File: config.mk
export PLATFORM = sky130hd
export DESIGN_NAME = exc_irq_ctrl
export DESIGN_NICKNAME = d
export VERILOG_FILES = /design/src/rtl/exc_irq_ctrl.sv
export SDC_FILE = /design/constraint.sdc
export NUM_CORES = 1
export LEC_CHECK = 0
export CAP_MARGIN = 25
export CELL_PAD_IN_SITES_DETAIL_PLACEMENT = 1
export CELL_PAD_IN_SITES_GLOBAL_PLACEMENT = 1
export CORE_UTILIZATION = 47
export DETAILED_ROUTE_END_ITERATION = 8
export PLACE_DENSITY_LB_ADDON = 0.1
export SYNTH_ARGS = -nofsm -noshare
export SYNTH_HDL_FRONTEND = slang
export SYNTH_SLANG_ARGS = --single-unit
File: constraint.sdc
create_clock -name clk -period 8.4 [get_ports clk]
set_clock_uncertainty 0.05 [all_clocks]
set_input_delay 2.52 -clock clk [delete_from_list [all_inputs] [get_ports clk]]
set_output_delay 2.52 -clock clk [all_outputs]
set_load 0.005 [all_outputs]
File: src/rtl/exc_irq_ctrl.sv
// MEM-stage exception/interrupt control: control registers, IRQ pending latches,
// vectored exception entry, nested pre-status/EPC stack, flush and redirect PC.
module exc_irq_ctrl #(
  parameter int unsigned IRQ_CH      = 8,
  parameter int unsigned ADDR_W      = 30,
  parameter int unsigned DATA_W      = 32,
  parameter int unsigned EXP_W       = 3,
  parameter int unsigned STACK_DEPTH = 4,
  parameter int unsigned VEC_SHIFT   = 2
) (
  input  logic              clk,
  input  logic              reset,
  input  logic [4:0]        creg_rd_addr,
  output logic [DATA_W-1:0] creg_rd_data,
  output logic              exe_mode,
  input  logic [IRQ_CH-1:0] irq,
  output logic              int_detect,
  input  logic              mem_en,
  input  logic [ADDR_W-1:0] mem_pc,
  input  logic              mem_br_flag,
  input  logic [1:0]        mem_ctrl_op,
  input  logic [4:0]        mem_dst_addr,
  input  logic [EXP_W-1:0]  mem_exp_code,
  input  logic [DATA_W-1:0] mem_out,
  input  logic              stall,
  output logic              flush,
  output logic [ADDR_W-1:0] new_pc
);

  localparam int unsigned DEPTH_W = $clog2(STACK_DEPTH + 1);
  localparam int unsigned IDX_W   = (STACK_DEPTH > 1) ? $clog2(STACK_DEPTH) : 1;
  localparam int unsigned ID_W    = (IRQ_CH > 1) ? $clog2(IRQ_CH) : 1;
  localparam logic [1:0]  OP_EXRT = 2'd1;
  localparam logic [1:0]  OP_WRCR = 2'd2;

  logic              int_en, vec_en, ovf, udf;
  logic [IRQ_CH-1:0] mask, edge_sel, pend, irq_d;
  logic [DEPTH_W-1:0] depth;
  logic              stk_mode [STACK_DEPTH];
  logic              stk_ie   [STACK_DEPTH];
  logic [ADDR_W-1:0] stk_epc  [STACK_DEPTH];
  logic [ADDR_W-1:0] exp_vector, pre_pc;
  logic [EXP_W-1:0]  exp_code;
  logic              dly_flag, br_flag;

  logic              has_top, full;
  logic [IDX_W-1:0]  top_idx, push_idx;
  logic              top_mode, top_ie;
  logic [ADDR_W-1:0] top_epc;
  logic              is_exp, is_exrt, is_wrcr, upd;
  logic [IRQ_CH-1:0] active, pend_clr, pend_nxt;
  logic              int_found;
  logic [ID_W-1:0]   int_idx;

  // Stack-top view; depth counts valid entries so the top sits at depth-1
  always_comb begin
    has_top  = (depth != '0);
    full     = (depth == DEPTH_W'(STACK_DEPTH));
    top_idx  = IDX_W'(depth - DEPTH_W'(1));
    push_idx = full ? IDX_W'(STACK_DEPTH - 1) : IDX_W'(depth);
    top_mode = has_top ? stk_mode[top_idx] : 1'b0;
    top_ie   = has_top ? stk_ie[top_idx]   : 1'b0;
    top_epc  = has_top ? stk_epc[top_idx]  : '0;
  end

  // Action decode: exception beats EXRT beats WRCR
  always_comb begin
    is_exp  = mem_en && (mem_exp_code != '0);
    is_exrt = mem_en && !is_exp && (mem_ctrl_op == OP_EXRT);
    is_wrcr = mem_en && !is_exp && !is_exrt && (mem_ctrl_op == OP_WRCR);
    upd     = mem_en && !stall;
  end

  always_comb begin
    flush  = 1'b0;
    new_pc = '0;
    if (is_exp) begin
      flush  = 1'b1;
      new_pc = vec_en ? exp_vector + (ADDR_W'(mem_exp_code) << VEC_SHIFT) : exp_vector;
    end else if (is_exrt) begin
      flush  = 1'b1;
      new_pc = has_top ? top_epc : exp_vector;
    end else if (is_wrcr) begin
      flush  = 1'b1;
      new_pc = mem_pc;
    end
  end

  // Pending latches: level follows irq, edge is sticky; a same-cycle set beats a clear
  always_comb begin
    pend_clr = '0;
    if (upd && is_wrcr && mem_dst_addr == 5'd7)
      pend_clr = mem_out[IRQ_CH-1:0] & edge_sel;
    pend_nxt = (edge_sel & ((pend & ~pend_clr) | (irq & ~irq_d))) | (~edge_sel & irq);
  end

  always_comb begin
    active    = pend & ~mask;
    int_found = 1'b0;
    int_idx   = '0;
    for (int i = int'(IRQ_CH) - 1; i >= 0; i--) begin
      if (active[i]) begin
        int_found = 1'b1;
        int_idx   = ID_W'(i);
      end
    end
    int_detect = int_en && (active != '0);
  end

  always_comb begin
    creg_rd_data = '0;
    case (creg_rd_addr)
      5'd0:    creg_rd_data = DATA_W'({udf, ovf, vec_en, int_en, exe_mode});
      5'd1:    creg_rd_data = DATA_W'({top_ie, top_mode});
      5'd3:    creg_rd_data = DATA_W'({top_epc, 2'b00});
      5'd4:    creg_rd_data = DATA_W'({exp_vector, 2'b00});
      5'd5:    creg_rd_data = DATA_W'({dly_flag, exp_code});
      5'd6:    creg_rd_data = DATA_W'(mask);
      5'd7:    creg_rd_data = DATA_W'(pend);
      5'd8:    creg_rd_data = DATA_W'(edge_sel);
      5'd9:    creg_rd_data = DATA_W'(depth);
      5'd10:   creg_rd_data = int_found ? DATA_W'(int_idx) : '1;
      default: creg_rd_data = '0;
    endcase
  end

  always_ff @(posedge clk) begin
    if (reset) begin
      exe_mode   <= 1'b0;
      int_en     <= 1'b0;
      vec_en     <= 1'b0;
      ovf        <= 1'b0;
      udf        <= 1'b0;
      mask       <= '1;
      edge_sel   <= '0;
      pend       <= '0;
      irq_d      <= '0;
      depth      <= '0;
      exp_vector <= '0;
      exp_code   <= '0;
      dly_flag   <= 1'b0;
      pre_pc     <= '0;
      br_flag    <= 1'b0;
      for (int i = 0; i < int'(STACK_DEPTH); i++) begin
        stk_mode[i] <= 1'b0;
        stk_ie[i]   <= 1'b0;
        stk_epc[i]  <= '0;
      end
    end else begin
      irq_d <= irq;
      pend  <= pend_nxt;
      if (upd) begin
        pre_pc  <= mem_pc;
        br_flag <= mem_br_flag;
        if (is_exp) begin
          // Full stack overwrites the deepest slot and flags overflow
          stk_mode[push_idx] <= exe_mode;
          stk_ie[push_idx]   <= int_en;
          stk_epc[push_idx]  <= pre_pc;
          if (full) ovf <= 1'b1;
          else      depth <= depth + DEPTH_W'(1);
          exe_mode <= 1'b0;
          int_en   <= 1'b0;
          exp_code <= mem_exp_code;
          dly_flag <= br_flag;
        end else if (is_exrt) begin
          if (has_top) begin
            exe_mode <= top_mode;
            int_en   <= top_ie;
            depth    <= depth - DEPTH_W'(1);
          end else begin
            udf <= 1'b1;
          end
        end else if (is_wrcr) begin
          case (mem_dst_addr)
            5'd0: begin
              exe_mode <= mem_out[0];
              int_en   <= mem_out[1];
              vec_en   <= mem_out[2];
              ovf      <= mem_out[3];
              udf      <= mem_out[4];
            end
            5'd1: if (has_top) begin
              stk_mode[top_idx] <= mem_out[0];
              stk_ie[top_idx]   <= mem_out[1];
            end
            5'd3: if (has_top) stk_epc[top_idx] <= mem_out[ADDR_W+1:2];
            5'd4: exp_vector <= mem_out[ADDR_W+1:2];
            5'd5: begin
              exp_code <= mem_out[EXP_W-1:0];
              dly_flag <= mem_out[EXP_W];
            end
            5'd6: mask     <= mem_out[IRQ_CH-1:0];
            5'd8: edge_sel <= mem_out[IRQ_CH-1:0];
            default: ;
          endcase
        end
      end
    end
  end

endmodule

==> flow_summary.ini <==
[placement]
postPlaceCellArea_mm2 = 0.01462
dpl.hpwl_um = 32750
place.gp.congestion = 0.9331
post-place-ws_ps = 161.3
post-place-cells = 1794
io_buffers = 154

[critical_path]
crit_chain = clkdlybuf4s50_1 -> buf_4 -> or4b_1 -> nor3_4 -> a221oi_1 -> o21bai_1 -> a222oi_1 -> clkdlybuf4s50_1
crit_fanout = 7
slowest_delay_ps = 670
critical_path_arrival_ps = 5720
worstSetupPathType = in2out
required_ps = 5830
cp_common_cell = clkdlybuf4s50_1
cp-end-kind = output port
cp-start-kind = input port
crit_slowest_cell = or4b_1
r2r_slack_ps = 4220

[clock_tree]
clk_path_buf_depth = 3
cts_buffers = 26
htreeDepth = 1
clkTransAtPathRegs_ps = 60
post_cts_buffers = 0
cts.hold.buffers_added = 0
tritoncts = done
root_buffer = clkbuf_16
clock_latency_ps = 530
cts.sinks = 233

[finish]
final_nets = 1584
diodes = 0
fin_area_mm2 = 0.01551
drive_gt1_share_pct = 10.09
syn_to_final_growth_pct = 22.70
fin_cells = 1842
n_fill_cell = 2924
post-route-util_pct = 59.18

[power_and_ir_drop]
p_leak_nw = 5.466
p_per_area_mw_per_mm2 = 184.6
vdd_drop_max_uv = 158.5

[yosys]
synth_edf_count = 128
syn_nets = 1461
ys_seq_area_share_pct = 47.04
synth_area_mm2 = 0.01264
synthesis.instances = 1364
synth-seq-cells = 233
synth_ff_type = edfxtp_1
syn_area_per_cell_um2 = 9.268
synth.distinct_cells = 77
ys_warn_count = 0
async_flop_share_pct = 0

[detailed_routing]
wl_met1_um = 20080
drt-initial-drc-count = 1198
wire_per_inst_um = 26.42
routed.top_layer = met5
wirelength_um = 48670
first_pass_iters = 9
detail-route-antenna-nets = 0
met2_length_um = 22770
vias = 11980
wl_met3_um = 4017
drc = 8
viasPerCell = 6.501

[global_routing]
first_global_vias = 12240
overflow = 0
grt_max_degree = 69
track_usage_pct = 35.20
grt_pass1_wl_um = 73430
antenna_found_initial = 1

[hold_path]
hold_class = reg2reg

[sta]
fin_crit_sh_pct = 98.69
worst_slack_ps = 109.8
setup_tns_ps = 0
tightest_slew_ps = 1002
finalHoldViolCount = 0
finalSetupViolCount = 0
slew_violations = 0
rsz0062_at_grt = no
fmax_mhz = 120.6
period_minus_slack_ps = 8290
slew_headroom_pct = 33.21

[floorplanning]
start_util_pct = 48.24
die-area_mm2 = 0.02756
pin_count = 155
dieWidth_um = 166
coreArea_mm2 = 0.02621
rows = 59
die_y_um = 166

[flow_run]
drv_cap = 0

[status]
outcome = finished, violations left
violations = DRC
==> where the power goes <==
| part | switching, W | internal (W) | total, W |
|---|---|---|---|
| sequential | 0.0000239 | 0.00125 | 0.00128 |
| clock | 0.000470 | 0.000711 | 0.00118 |
| combinational | 0.000254 | 0.000149 | 0.000403 |
==> registers in the layout, summed over array words and instances (netlist names) <==
| name | count |
|---|---|
| br_flag | 1 |
| exe_mode | 1 |
| pend | 8 |
| depth | 3 |
| dly_flag | 1 |
| udf | 1 |
| exp_vector | 30 |
| int_en | 1 |
| stk_epc | 120 |
| ovf | 1 |
| stk_mode | 4 |
| irq_d | 8 |
| pre_pc | 30 |
| edge_sel | 8 |
| exp_code | 3 |
| vec_en | 1 |
| mask | 8 |
| stk_ie | 4 |
==> what timing repair did <==
action / 4_1_cts / 5_1_grt
resized for setup: 0 / 2
endpoints found under the hold margin: 0 / 0
setup endpoints to repair: 0 / 3
==> worst paths after layout <==
| path | startpoint | end | cells past startpoint |
|---|---|---|---|
| worst min register to register | pre_pc[28] | pre_pc[28] | 2 |
| worst max register to register | depth[1] | stk_epc[1][8] | 8 |
| worst min-delay path | pre_pc[28] | pre_pc[28] | 2 |
| worst max-delay path | mem_exp_code[0] | new_pc[9] | 8 |
==> cell type report <==
class / count / area (um2) / area share, %
repair buffers: 200 / 1897 / 12.23
clock buffers: 41 / 799.5 / 5.155
flip-flops and latches: 233 / 5947 / 38.34
multi-input cells: 977 / 6180 / 39.84
clock inverters: 7 / 83.83 / 0.5405
inverters: 49 / 183.9 / 1.186
well taps: 335 / 419.2 / 2.702
==> layout by cell type, fill, tap and decap left out, types with 5 or more instances in the layout <==
cell,count
nand2_1,226
clkdlybuf4s50_1,153
a21oi_1,140
nor2_1,140
edfxtp_1,128
dfxtp_1,104
a22oi_1,89
inv_1,47
nor3_1,46
buf_4,46
mux4_2,32
nand3_1,31
clkbuf_16,28
nor2b_1,25
o21ai_0,22
mux2i_1,22
xnor2_1,12
nand2b_1,10
nand4_1,9
nor4_1,9
clkbuf_1,8
a221oi_1,7
a31oi_1,7
o211ai_1,7
a211oi_1,7
a221o_1,7
a21boi_0,7
a41o_1,7
a22o_1,6
nor3_2,5
clkinv_1,5
a211o_1,5
ha_1,5
clkbuf_8,5
==> worst max-delay path: cells and delay by family <==
family / cells / cell delay [ps]
buffers and inverters: 3 / 1330
AND/OR/NAND/NOR: 2 / 1020
AO/OA/AOI/OAI: 3 / 840
==> synthesized netlist by cell type, types with 11 or more instances <==
library cell / instances / area [um2]
a22oi_1: 90 / 675.7
o21ai_0: 24 / 120.1
nor3_1: 48 / 240.2
nand2b_1: 11 / 68.82
buf_2: 22 / 110.1
nand2_1: 226 / 848.3
dfxtp_1: 105 / 2102
mux4_2: 32 / 720.7
mux2i_1: 23 / 230.2
nor2_1: 141 / 529.3
edfxtp_1: 128 / 3844
a21oi_1: 140 / 700.7
nand3_1: 31 / 155.2
inv_1: 47 / 176.4
clkbuf_1: 71 / 266.5
xnor2_1: 12 / 105.1
nor2b_1: 27 / 168.9
==> metrics by stage <==
step	hold slack, ps	power (W)
CTS	425.5	0.002864
detailed placement	419.6	0.001698
global route	453.7	0.002930
finish	434.4	0.002863
floorplan	386.6	0.001496
global placement	405.6	0.001688
==> kinds of logic (layout without fill, tap and decap cells) <==
family	count (synthesis)	count (layout)	synth area share, %
AO/OA/AOI/OAI	354	354	18.55
AND/OR/NAND/NOR	544	544	19.98
flip-flops	233	233	47.04
adder cells (fa/ha/maj)	7	7	0.7522
XOR/XNOR	14	14	0.9700
buffers and inverters	154	297	4.919
multiplexers	58	58	7.790
==> layer usage <==
layer	GRT usage (%)	vias to the layer above
li1	-	5247
met1	46.93	5997
met2	57.68	588
met3	5.529	141
met4	13.61	2
met5	0	-
(Power assumes the default switching activity.)
